**src/rtl/player_motion_ctl.sv**
```systemverilog
// Per-player horizontal motion with a gated obstacle, updated once per v_tick rising edge.
// Optional vertical jump FSM per player is built only when PLAYER_JUMP_EN is defined.
module player_motion_ctl #(
  parameter int unsigned N_PLAYERS  = 2,
  parameter int unsigned XW         = 12,
  parameter int unsigned X_MAX      = 660,
  parameter int unsigned GATE_LO    = 310,
  parameter int unsigned GATE_HI    = 450,
  parameter int unsigned STEP       = 1,
  parameter int unsigned Y_GROUND   = 500,
  parameter int unsigned JUMP_TICKS = 32
) (
  input  logic                    clk,
  input  logic                    rst,
  input  logic                    v_tick,
  input  logic [N_PLAYERS-1:0]    m_left,
  input  logic [N_PLAYERS-1:0]    m_right,
  input  logic                    gate_open,
  input  logic [N_PLAYERS-1:0]    jump,
  output logic [N_PLAYERS*XW-1:0] xpos,
  output logic [N_PLAYERS*XW-1:0] ypos,
  output logic [N_PLAYERS*2-1:0]  state
);

  typedef enum logic [1:0] {
    StIdle    = 2'd0,
    StLeft    = 2'd1,
    StRight   = 2'd2,
    StBlocked = 2'd3
  } mv_state_e;

  // Candidates are formed one bit wider so x+STEP cannot wrap before clamping.
  localparam logic [XW:0]   XMaxW     = (XW+1)'(X_MAX);
  localparam logic [XW:0]   StepW     = (XW+1)'(STEP);
  localparam logic [XW:0]   GateLoW   = (XW+1)'(GATE_LO);
  localparam logic [XW:0]   GateHiW   = (XW+1)'(GATE_HI);
  localparam logic [XW:0]   GateLoM1W = (XW+1)'(GATE_LO - 1);
  localparam logic [XW:0]   GateHiP1W = (XW+1)'(GATE_HI + 1);
  localparam logic [XW-1:0] YGround   = XW'(Y_GROUND);

  logic tick_q, tick_d;
  logic upd;

  always_comb begin
    tick_d = v_tick;
    upd    = v_tick & ~tick_q;
  end

  always_ff @(posedge clk or posedge rst) begin
    if (rst) tick_q <= 1'b0;
    else     tick_q <= tick_d;
  end

`ifdef PLAYER_JUMP_EN
  typedef enum logic [1:0] {
    JGround = 2'd0,
    JUp     = 2'd1,
    JDown   = 2'd2
  } jump_e;

  localparam int unsigned    CntW       = $clog2(JUMP_TICKS + 1);
  localparam logic [CntW-1:0] JumpTicksC = CntW'(JUMP_TICKS);
  localparam logic [CntW-1:0] CntOne     = CntW'(1);
  localparam logic [XW-1:0]   YOne       = XW'(1);
`else
  logic unused_jump;
  assign unused_jump = ^jump;
`endif

  for (genvar g = 0; g < N_PLAYERS; g++) begin : g_player
    logic [XW-1:0] x_q, x_d;
    mv_state_e     st_q, st_d;
    logic [XW:0]   x_ext, sum_r, cand_r, cand_l;

    always_comb begin
      x_ext  = {1'b0, x_q};
      sum_r  = x_ext + StepW;
      cand_r = (sum_r > XMaxW) ? XMaxW : sum_r;
      // Closed gate stops a player approaching from outside; one already inside moves freely.
      if (!gate_open && (x_ext < GateLoW) && (cand_r >= GateLoW)) cand_r = GateLoM1W;
      cand_l = (x_ext >= StepW) ? (x_ext - StepW) : '0;
      if (!gate_open && (x_ext > GateHiW) && (cand_l <= GateHiW)) cand_l = GateHiP1W;

      x_d  = x_q;
      st_d = st_q;
      if (upd) begin
        unique case ({m_left[g], m_right[g]})
          2'b01: begin
            x_d  = cand_r[XW-1:0];
            st_d = (cand_r == x_ext) ? StBlocked : StRight;
          end
          2'b10: begin
            x_d  = cand_l[XW-1:0];
            st_d = (cand_l == x_ext) ? StBlocked : StLeft;
          end
          default: st_d = StIdle;
        endcase
      end
    end

    always_ff @(posedge clk or posedge rst) begin
      if (rst) begin
        x_q  <= '0;
        st_q <= StIdle;
      end else begin
        x_q  <= x_d;
        st_q <= st_d;
      end
    end

    assign xpos[g*XW +: XW] = x_q;
    assign state[g*2 +: 2]  = st_q;

`ifdef PLAYER_JUMP_EN
    jump_e           ph_q, ph_d;
    logic [CntW-1:0] cnt_q, cnt_d;
    logic [XW-1:0]   y_q, y_d;

    always_comb begin
      ph_d  = ph_q;
      cnt_d = cnt_q;
      y_d   = y_q;
      if (upd) begin
        unique case (ph_q)
          JGround: begin
            // The launching update already counts as the first ascent step.
            if (jump[g]) begin
              ph_d  = JUp;
              cnt_d = CntOne;
              y_d   = y_q - YOne;
            end
          end
          JUp: begin
            if (cnt_q == JumpTicksC) begin
              ph_d  = ((y_q + YOne) == YGround) ? JGround : JDown;
              cnt_d = '0;
              y_d   = y_q + YOne;
            end else begin
              cnt_d = cnt_q + CntOne;
              y_d   = y_q - YOne;
            end
          end
          JDown: begin
            y_d = y_q + YOne;
            if ((y_q + YOne) == YGround) ph_d = JGround;
          end
          default: ph_d = JGround;
        endcase
      end
    end

    always_ff @(posedge clk or posedge rst) begin
      if (rst) begin
        ph_q  <= JGround;
        cnt_q <= '0;
        y_q   <= YGround;
      end else begin
        ph_q  <= ph_d;
        cnt_q <= cnt_d;
        y_q   <= y_d;
      end
    end

    assign ypos[g*XW +: XW] = y_q;
`else
    assign ypos[g*XW +: XW] = YGround;
`endif
  end

endmodule
```
**config.mk**
```make
export PLATFORM = sky130hd
export DESIGN_NAME = player_motion_ctl
export DESIGN_NICKNAME = d
export VERILOG_FILES = /design/src/rtl/player_motion_ctl.sv
export SDC_FILE = /design/constraint.sdc
export NUM_CORES = 1
export LEC_CHECK = 0
export CORE_ASPECT_RATIO = 0.5
export CORE_MARGIN = 2
export CORE_UTILIZATION = 55
export CTS_CLUSTER_DIAMETER = 100
export CTS_CLUSTER_SIZE = 20
export DETAILED_ROUTE_END_ITERATION = 10
export DONT_BUFFER_PORTS = 1
export PLACE_DENSITY = 0.7
export SLEW_MARGIN = 30
export SYNTH_ARGS = -nofsm -noshare
export SYNTH_HDL_FRONTEND = slang
export SYNTH_SLANG_ARGS = --single-unit
```
**constraint.sdc**
```tcl
create_clock -name clk -period 5.3 [get_ports clk]
set_input_delay 1.06 -clock clk [delete_from_list [all_inputs] [get_ports clk]]
set_output_delay 1.06 -clock clk [all_outputs]
set_load 0.01 [all_outputs]
```
==> implementation parameters, run 1 <==
Parameter                              Value

Clocking
  Maximum root-to-sink buffer count ... 2
  Clock edge transition at the registers on the reported setup and hold paths ... 50 ps
  Clock Latency Late Sink ... 280 ps
  Clock sinks ... 29
  Number of gates resized after CTS ... 0
  CTS Root Buffer Type ... sky130_fd_sc_hd__clkbuf_16
  Setup Fix Bufs, Post-CTS ... 0
  TritonCTS Buffers ... 5
  H-tree levels ... 2
  Total of hold buffers inserted after clock tree synthesis ... 0
  Clock tree from TritonCTS ... built

Setup path
  Worst setup path category ... reg2reg
  Sequence of cells on the critical path ... ha_1 -> nand3_1 -> nor4_1 -> a221oi_1 -> o32ai_1 -> nand2_1 -> and4_1 -> o32ai_1 -> o21ai_1
  Largest fanout on the critical path ... 19
  Launching element type of the critical path ... flop
  Slowest cell delay on critical path ... 810 ps
  Critical path capture point type ... flop
  WP data arrival ... 4020 ps
  CP Data Required Time ... 5450 ps
  Most used cell along the critical path ... sky130_fd_sc_hd__o32ai_1
  Critical-path cell with the highest stage delay ... sky130_fd_sc_hd__dfrtp_1

Finish
  Area of the multi-input gates ... 0.00290 mm^2
  Synth-to-layout area growth ... -1.11%
  Register cell area after layout ... 726 um^2
  Final cell utilization of the core ... 0.554
  Ratio of cells with drive above 1 in the final layout ... 0.0954
  Net count of the finished layout ... between 500 and 600
  Antenna cell count ... 0
  Fill cells ... 702
  Final cell count without fillers ... 599

Power
  Leakage power total ... 1.48 nW
  Worst supply voltage drop on vdd ... roughly 0.2 mV
  Clk network pwr share ... 0.135
  Logic gate share of total power ... 0.545
  Power per standard cell area ... 534 mW/mm^2
  Register share of total power ... 0.320
  Net Sw Power ... 1.19 mW
  Internal power ... ~950 uW
  Switching portion of total power ... 0.555

Route
  Total number of vias ... 4130
  DRC violations left ... 0
  Final ANT Viol Nets ... 0
  Detailed-route wire length ... between 10000 and 15000 um
  Routed length per instance ... 19.3 um
  DRT Pass-1 Iters ... 6
  Average vias per placed instance ... 6.89
  Count of routing violations after the opening detailed-route iteration ... between 400 and 500

Global route
  Total GRT Usage ... 0.283
  Pin count of the biggest net entering global routing ... 24
  First-pass GRT wire length ... 18800 um
  Initial antenna violation count ... 0
  Overall overflow remaining after global route ... 0
  Number of global-route vias before repair ... 3689

Synth
  Post-synth design cell area ... between 0.004 and 0.005 mm^2
  Avg Inst Size Synth ... 7.49 um^2
  Count of unique library cells instantiated by Yosys ... 86
  Async S/R FF share, synth ... 1.00
  Most area-consuming cells after synthesis ... sky130_fd_sc_hd__dfrtp_1 (18%), sky130_fd_sc_hd__buf_4 (5.6%), sky130_fd_sc_hd__o21ai_0 (4.7%)
  Count of flip-flops with a built-in enable after synthesis ... 0
  Cell count after synthesis ... 540
  Yosys top cell area share ... 0.179
  Warning count from the yosys run ... 0
  Biggest area consumer among synthesized cells ... sky130_fd_sc_hd__dfrtp_1
  Register area share after synthesis ... 0.179
  Register bit count reported by yosys ... 29
  Dominant register cell in the synthesized netlist ... sky130_fd_sc_hd__dfrtp_1

STA
  Clk_skew ... 5.78 ps
  Worst slew margin ... 0.400
  Unrepaired setup endpoints after global routing ... no
  Number of pins with negative max-slew slack in the final report ... 0
  Final setup violation count ... 0
  Worst hold slack after final layout ... roughly 560 ps
  Final clock period utilization by the worst path ... 0.729
  Pin slew with the least headroom to its limit ... 900 ps
  Hold Violations, Final ... 0
  Total Neg Setup Slack ... 0 ps
  Achievable Freq ... 259 MHz
  Setup WS post-layout ... ~1400 ps
  Post-route minimum period ... between 3000 and 4000 ps

Floorplanning
  Floorplan die area ... 0.00810 mm^2
  Starting density of the core ... 0.561
  Horizontal die dimension ... 125 um
  Top-Level Pins ... slightly above 60
  Site row count ... 22
  Floorplan Core Area ... around 0.007 mm^2
  Die Span Y ... 64.6 um

Placement
  HPWL after DPL ... 8080 um
  Pre-CTS setup slack ... between 1500 and 2000 ps
  Final weighted congestion of routability-driven global placement ... 0.919
  IO Port Bufs ... 0
  Cells after DPL ... roughly 590

Flow run
  Max-capacitance violation count ... 0

Worst hold path
  Hold Crit Class ... reg2reg

Status
  Outcome ... finished clean
layer usage:
layer / track usage / routed length (um)
met1: 0.371 / 4940
met2: 0.476 / 5460
met5: 0 / 0
met3: 0.0413 / 878
met4: 0.115 / 259
final cells by class:
cell class	instances	area share
Clock buffer	6	0.0347
Clock inverter	1	0.00188
Inverter	24	0.0225
Multi-Input combinational cell	441	0.726
Sequential cell	29	0.181
Tap cell	96	0.0300
Timing Repair Buffer	2	0.00375
power groups by stage:
stage	Combinational (mW)	Clock (mW)	Sequential, mW
after floorplan	1.20	0	0.411
after global placement	1.12	0	0.678
after detailed placement	1.13	0	0.680
after CTS	1.14	0.288	0.674
after global routing	1.29	0.301	0.712
final	1.16	0.288	0.683
cell families after synthesis:
kind of cell | share of synthesized area
and+or+nand+nor | 0.296
AOI/OAI and AO/OA | 0.302
buffers and inverters | 0.123
DFF | 0.179
xor gates and xnor gates | 0.0433
adders and majority gates | 0.0309
muxes | 0.0223
other | 0.00186
path summary, 6_finish.rpt:
check                                    start                  end  cells after the start  slack [ps]
setup / recovery            g_player[0].x_q[0]  g_player[0].st_q[0]                      9        1430
max in group asynchronous                  rst  g_player[0].st_q[1]                      2        4100
min in group asynchronous                  rst   g_player[0].x_q[0]                      1         600
setup reg to reg            g_player[0].x_q[0]  g_player[0].st_q[0]                      9        1430
hold reg to reg            g_player[1].st_q[1]  g_player[1].st_q[1]                      1         560
hold / removal             g_player[1].st_q[1]  g_player[1].st_q[1]                      1         560
synth_stat cells, drive strengths merged (9+ instances only):
master   n
buf     49
nor2    44
nand2   42
o21ai   41
a21oi   33
dfrtp   29
inv     24
nand3   21
nor3    21
clkbuf  19
xnor2   15
nor4    14
a31oi   11
ha      10
nand4    9
state kept, by name, summed over array words and instances, names as in the netlist:
| name | flops |
|---|---|
| tick_q | 1 |
| g_player.st_q | 4 |
| g_player.x_q | 24 |
cell usage in the layout, fill, tap and decap left out, types with 5 or more instances in the layout:
cell type,Yosys,layout
sky130_fd_sc_hd__nand2_1,41,41
sky130_fd_sc_hd__nor2_1,41,41
sky130_fd_sc_hd__o21ai_0,38,38
sky130_fd_sc_hd__a21oi_1,32,32
sky130_fd_sc_hd__dfrtp_1,29,29
sky130_fd_sc_hd__inv_1,24,24
sky130_fd_sc_hd__conb_1,2,24
sky130_fd_sc_hd__nand3_1,20,20
sky130_fd_sc_hd__nor3_1,18,18
sky130_fd_sc_hd__xnor2_1,15,15
sky130_fd_sc_hd__a31oi_1,11,11
sky130_fd_sc_hd__nor4_1,10,10
sky130_fd_sc_hd__ha_1,10,10
sky130_fd_sc_hd__nand4_1,8,8
sky130_fd_sc_hd__o211ai_1,7,7
sky130_fd_sc_hd__and2_1,6,6
sky130_fd_sc_hd__a211oi_1,6,6
sky130_fd_sc_hd__and3_1,6,6
sky130_fd_sc_hd__and4_1,6,6
sky130_fd_sc_hd__xor2_1,5,5
sky130_fd_sc_hd__a21o_1,5,5
sky130_fd_sc_hd__o221ai_1,5,5
sky130_fd_sc_hd__o31ai_1,5,5
sky130_fd_sc_hd__a32oi_1,5,5
sky130_fd_sc_hd__nor2b_1,5,5
sky130_fd_sc_hd__or2_2,5,5
sky130_fd_sc_hd__clkbuf_16,0,5
critical path, delay by kind of cell (launching register included):
family	cells	cell delay, ps
adder cells (fa/ha/maj)	1	490
AND/OR/NAND/NOR	4	1390
flip-flops	1	810
AO/OA/AOI/OAI	4	1050
through the flow:
| stage | total power [mW] | instance area (um^2) |
|---|---|---|
| after floorplan | 1.61 | 4130 |
| after global placement | 1.80 | 3850 |
| after detailed placement | 1.81 | 3850 |
| after CTS | 2.10 | 4000 |
| after global routing | 2.30 | 4000 |
| final | 2.14 | 4000 |
Power figures use the tool's default switching activity.
==> run 2: changes to the inputs <==
==> constraint.sdc (replaced) <==
create_clock -name clk -period 3.8 [get_ports clk]
set_input_delay 0.76 -clock clk [delete_from_list [all_inputs] [get_ports clk]]
set_output_delay 0.76 -clock clk [all_outputs]
set_load 0.01 [all_outputs]
==> implementation parameters, run 2 (synthesis gave the netlist of run 1 again) <==
Parameter                              Value

Finish
  Synth-to-layout area growth ... 1.67%
  Top reg by flops ... g_player.x_q
  Commonest cells after routing, fill and taps aside ... sky130_fd_sc_hd__nand2_1 (41), sky130_fd_sc_hd__nor2_1 (41), sky130_fd_sc_hd__o21ai_0 (38)
  Antenna cell count ... 0
  Flip-flop count of the largest register, all copies and words added ... 24
  Net count of the finished layout ... 538
  Register cell area after layout ... 726 um^2
  Area of the multi-input gates ... 0.00290 mm^2
  Ratio of cells with drive above 1 in the final layout ... 0.122
  Largest registers ... g_player.x_q: 24 flops, g_player.st_q: 4 flops, tick_q: 1 flops
  Final cell count without fillers ... 614
  Fill cells ... between 600 and 700

Clocking
  Clock sinks ... 29
  Clock Latency Late Sink ... roughly 270 ps
  TritonCTS Buffers ... 5
  Number of gates resized after CTS ... 0
  Total of hold buffers inserted after clock tree synthesis ... 0
  Setup Fix Bufs, Post-CTS ... 0
  H-tree levels ... 2
  CTS Root Buffer Type ... sky130_fd_sc_hd__clkbuf_16
  Clock edge transition at the registers on the reported setup and hold paths ... 50 ps
  Maximum root-to-sink buffer count ... 2
  Clock tree from TritonCTS ... built

Placement
  HPWL after DPL ... 8280 um
  IO Port Bufs ... 0
  Cells after DPL ... approximately 600
  Final weighted congestion of routability-driven global placement ... roughly 0.9

Global route
  Initial antenna violation count ... 0
  First-pass GRT wire length ... 19200 um
  Pin count of the biggest net entering global routing ... 24
  Number of global-route vias before repair ... 3763
  Total GRT Usage ... 0.287
  Overall overflow remaining after global route ... 0

Setup path
  WP data arrival ... approximately 3600 ps
  CP Data Required Time ... 3950 ps
  Largest fanout on the critical path ... 11
  Worst setup path category ... reg2reg
  Critical path capture point type ... flop
  Launching element type of the critical path ... flop

Floorplanning
  Starting density of the core ... 0.561
  Floorplan Core Area ... 0.00721 mm^2
  Site row count ... 22
  Horizontal die dimension ... ~130 um
  Die Span Y ... approximately 65 um
  Top-Level Pins ... 62
  Floorplan die area ... between 0.008 and 0.009 mm^2

Route
  Average vias per placed instance ... 6.83
  Count of routing violations after the opening detailed-route iteration ... just under 700
  Detailed-route wire length ... 11500 um
  DRT Pass-1 Iters ... 5
  Total number of vias ... 4195
  DRC violations left ... 0
  Final ANT Viol Nets ... 0
  Routed length per instance ... 18.8 um

Power
  Switching portion of total power ... 0.543
  Register share of total power ... 0.245
  Sum of internal, switching and leakage power ... 3.08 mW
  Net Sw Power ... between 1.5 and 2 mW
  Logic gate share of total power ... 0.626
  Leakage power total ... 1.56 nW
  Worst supply voltage drop on vdd ... 0.308 mV
  Clk network pwr share ... 0.129
  Power per standard cell area ... 749 mW/mm^2
  Internal power ... between 1 and 1.5 mW

STA
  Pin slew with the least headroom to its limit ... 739 ps
  Worst slew margin ... 0.503
  Post-route minimum period ... 3400 ps
  Number of pins with negative max-slew slack in the final report ... 0
  Achievable Freq ... roughly 300 MHz
  Final clock period utilization by the worst path ... 0.895
  Hold Violations, Final ... 0
  Clk_skew ... 3.62 ps
  Total Neg Setup Slack ... 0 ps
  Unrepaired setup endpoints after global routing ... no
  Final setup violation count ... 0

Worst hold path
  Hold Crit Class ... in2async

Status
  Outcome ... finished clean

Flow run
  Max-capacitance violation count ... 0
[run 2: cell types whose count changed in the layout (fill, tap and decap cells not counted), sizes merged]
cell  change
buf      +15
[run 2: worst paths after layout]
check / from / cells past startpoint / slack (ps) / end
max: g_player[0].x_q[0] / 9 / 400 / g_player[0].st_q[0]
min: rst / 1 / 290 / g_player[0].x_q[1]
max reg2reg: g_player[0].x_q[0] / 9 / 400 / g_player[0].st_q[0]
min reg2reg: g_player[1].st_q[1] / 1 / 580 / g_player[1].st_q[1]
max in group asynchronous: rst / 2 / 2910 / g_player[1].x_q[7]
min in group clk: v_tick / 0 / 510 / tick_q
[run 2: metal layers]
metal | routed length, um | global-route usage | vias up
met1 | 5020 | 0.384 | 1985
met5 | 0 | 0 | -
met4 | 227 | 0.0944 | 0
li1 | - | - | 1937
met3 | 904 | 0.0363 | 24
met2 | 5380 | 0.488 | 249
[run 2: per-stage QoR]
stage               hold WS, ps  cell area (um^2)  setup WS, ps  utilization
floorplan                   529              4130           789            -
global placement            565              3970           581        0.550
detailed placement          564              3970           524        0.550
CTS                         298              4110           511        0.570
global route                314              4110           259        0.570
finish                      295              4110           400        0.570
[run 2: power by group through the flow]
stage	Clock, mW	Combinational, mW	Sequential, mW
after floorplan	0	1.67	0.574
after global placement	0	1.86	0.751
after detailed placement	0	1.88	0.751
after CTS	0.394	1.89	0.744
after global routing	0.415	2.10	0.780
final	0.396	1.93	0.755
[run 2: layout make-up]
cell class	instances	area share
clock buffer	6	0.0338
clock inverter	1	0.00183
inverter	24	0.0219
multi-input combinational	441	0.706
sequential	29	0.177
tap	96	0.0292
timing repair buffer	17	0.0310
[run 2: critical path, cell delays in order (launching register included)]
cell and delay (ps):
sky130_fd_sc_hd__dfrtp_1 420, sky130_fd_sc_hd__ha_1 450, sky130_fd_sc_hd__nand3_1 380, sky130_fd_sc_hd__nor4_1 340
sky130_fd_sc_hd__a221oi_1 90, sky130_fd_sc_hd__o32ai_1 480, sky130_fd_sc_hd__nand2_1 330, sky130_fd_sc_hd__and4_1 290
sky130_fd_sc_hd__o32ai_1 380, sky130_fd_sc_hd__o21ai_1 110
==> run 3: changes to the inputs <==
--- a/config.mk
+++ b/config.mk
@@ -12,7 +12,7 @@
 export CTS_CLUSTER_SIZE = 20
 export DETAILED_ROUTE_END_ITERATION = 10
 export DONT_BUFFER_PORTS = 1
-export PLACE_DENSITY = 0.7
+export PLACE_DENSITY = 0.75
 export SLEW_MARGIN = 30
 export SYNTH_ARGS = -nofsm -noshare
 export SYNTH_HDL_FRONTEND = slang
==> implementation parameters, run 3 (synthesis gave the netlist of run 1 again) <==
Parameter                              Value

Power
  Worst supply voltage drop on vdd ... 0.276 mV
  Register share of total power ... 0.236
  Net Sw Power ... 1.70 mW
  Clk network pwr share ... 0.129
  Internal power ... around 1.4 mW
  Power per standard cell area ... 756 mW/mm^2
  Logic gate share of total power ... 0.635
  Sum of internal, switching and leakage power ... 3.13 mW
  Switching portion of total power ... 0.544
  Leakage power total ... 1.58 nW

Floorplanning
  Top-Level Pins ... 62
  Site row count ... 22
  Floorplan Core Area ... 0.00721 mm^2
  Horizontal die dimension ... 125 um
  Die Span Y ... approximately 65 um
  Starting density of the core ... 0.561
  Floorplan die area ... a little over 0.008 mm^2

STA
  Unrepaired setup endpoints after global routing ... no
  Total Neg Setup Slack ... 0 ps
  Final clock period utilization by the worst path ... 0.901
  Clk_skew ... 3.14 ps
  Number of pins with negative max-slew slack in the final report ... 0
  Final setup violation count ... 0
  Pin slew with the least headroom to its limit ... just under 700 ps
  Worst slew margin ... 0.537
  Hold Violations, Final ... 0
  Achievable Freq ... 292 MHz
  Post-route minimum period ... ~3400 ps

Route
  DRC violations left ... 1
  Final ANT Viol Nets ... 0
  Average vias per placed instance ... 6.91
  Routed length per instance ... around 19 um
  Detailed-route wire length ... 11900 um
  Total number of vias ... 4269
  DRT Pass-1 Iters ... 10
  Count of routing violations after the opening detailed-route iteration ... roughly 730

Status
  Outcome ... finished with violations
  Failing checks ... design-rule violations

Finish
  Area of the multi-input gates ... 0.00290 mm^2
  Synth-to-layout area growth ... 2.41%
  Flip-flop count of the largest register, all copies and words added ... 24
  Top reg by flops ... g_player.x_q
  Register cell area after layout ... around 730 um^2
  Largest registers ... g_player.x_q: 24 flops, g_player.st_q: 4 flops, tick_q: 1 flops
  Net count of the finished layout ... 542
  Antenna cell count ... 0
  Commonest cells after routing, fill and taps aside ... sky130_fd_sc_hd__nand2_1 (41), sky130_fd_sc_hd__nor2_1 (41), sky130_fd_sc_hd__o21ai_0 (38)
  Ratio of cells with drive above 1 in the final layout ... 0.128
  Fill cells ... approximately 680

Clocking
  Setup Fix Bufs, Post-CTS ... 0
  Clock Latency Late Sink ... roughly 280 ps
  H-tree levels ... 2
  Total of hold buffers inserted after clock tree synthesis ... 0
  TritonCTS Buffers ... 5
  Number of gates resized after CTS ... 0
  Maximum root-to-sink buffer count ... 2
  Clock edge transition at the registers on the reported setup and hold paths ... 50 ps
  CTS Root Buffer Type ... sky130_fd_sc_hd__clkbuf_16
  Clock tree from TritonCTS ... built
  Clock sinks ... 29

Setup path
  Critical path buffers and inverters ... 0
  WP data arrival ... roughly 3600 ps
  Largest fanout on the critical path ... 15
  Worst setup path category ... reg2reg
  Critical-path cell with the highest stage delay ... sky130_fd_sc_hd__dfrtp_1
  Sequence of cells on the critical path ... nand3_1 -> nor4_1 -> a221oi_1 -> o32ai_1 -> nand2_1 -> and4_1 -> o32ai_1 -> o21ai_1
  Most used cell along the critical path ... sky130_fd_sc_hd__o32ai_1
  CP Data Required Time ... 3950 ps
  Kind of cell adding the most delay to the critical path ... simple AND/OR/NAND/NOR gates
  Slowest cell delay on critical path ... 750 ps
  Critical path capture point type ... flop
  Launching element type of the critical path ... flop

Global route
  M2 GR Usage ... 0.498
  First-pass GRT wire length ... 19400 um
  Total GRT Usage ... 0.289
  Overall overflow remaining after global route ... 0
  Pin count of the biggest net entering global routing ... 20
  Initial antenna violation count ... 0
  Global-route layer with the greatest usage ... met2
  GR Util met1 ... 0.385
  Number of global-route vias before repair ... 3805
  Met3 track demand over resource ... 0.0355

Placement
  HPWL after DPL ... 8600 um
  IO Port Bufs ... 0
  Final weighted congestion of routability-driven global placement ... 0.973

Worst hold path
  Hold Crit Class ... in2async

Flow run
  Max-capacitance violation count ... 0
-- run 3: cell count changes in the layout (fill, tap and decap cells not counted) --
cell / change
sky130_fd_sc_hd__buf_4: +4
-- run 3: area by class of cell --
type                       count  share of cell area
multi-input combinational    441               0.701
sequential                    29               0.175
timing repair buffer          21              0.0381
clock buffer                   6              0.0335
tap                           96              0.0290
inverter                      24              0.0218
clock inverter                 1             0.00181
-- run 3: worst register-to-register path, cell delays in order, from the launching register on --
cell                       delay, ps
sky130_fd_sc_hd__dfrtp_1         750
sky130_fd_sc_hd__nand3_1         440
sky130_fd_sc_hd__nor4_1          380
sky130_fd_sc_hd__a221oi_1        100
sky130_fd_sc_hd__o32ai_1         460
sky130_fd_sc_hd__nand2_1         330
sky130_fd_sc_hd__and4_1          300
sky130_fd_sc_hd__o32ai_1         420
sky130_fd_sc_hd__o21ai_1         100
-- run 3: final timing paths --
check | from | end | slack, ps | depth (start not counted)
min in group clk | v_tick | tick_q | 510 | 0
max in group asynchronous | rst | g_player[0].x_q[9] | 2820 | 2
worst max-delay path | g_player[0].x_q[3] | g_player[0].st_q[0] | 380 | 8
worst min-delay path | rst | g_player[1].x_q[1] | 370 | 1
worst min register to register | g_player[1].st_q[1] | g_player[1].st_q[1] | 560 | 1
worst max register to register | g_player[0].x_q[3] | g_player[0].st_q[0] | 380 | 8
-- run 3: power groups by stage --
| stage | sequential, mW | combinational [mW] | clock [mW] |
|---|---|---|---|
| 5_1_grt | 0.765 | 2.15 | 0.413 |
| 3_3_place_gp | 0.734 | 1.90 | 0 |
| 2_1_floorplan | 0.574 | 1.67 | 0 |
| 6_report | 0.740 | 1.99 | 0.403 |
| 4_1_cts | 0.729 | 1.93 | 0.397 |
| 3_5_place_dp | 0.734 | 1.93 | 0 |
-- run 3: per-layer routing --
metal	vias to the layer above	routed length, um
li1	1941	-
met1	2002	4950
met2	291	5570
met3	35	1080
met4	0	269
met5	-	0
-- run 3: per-stage QoR --
step                instance area (um^2)  hold WS (ps)  std cells  setup slack, ps   util
floorplan                           4130           529        562              789      -
global placement                    4000           549        611              600  0.554
detailed placement                  4000           550        611              494  0.554
CTS                                 4140           387        618              479  0.574
global route                        4140           412        618             53.3  0.574
finish                              4140           369        618              376  0.574
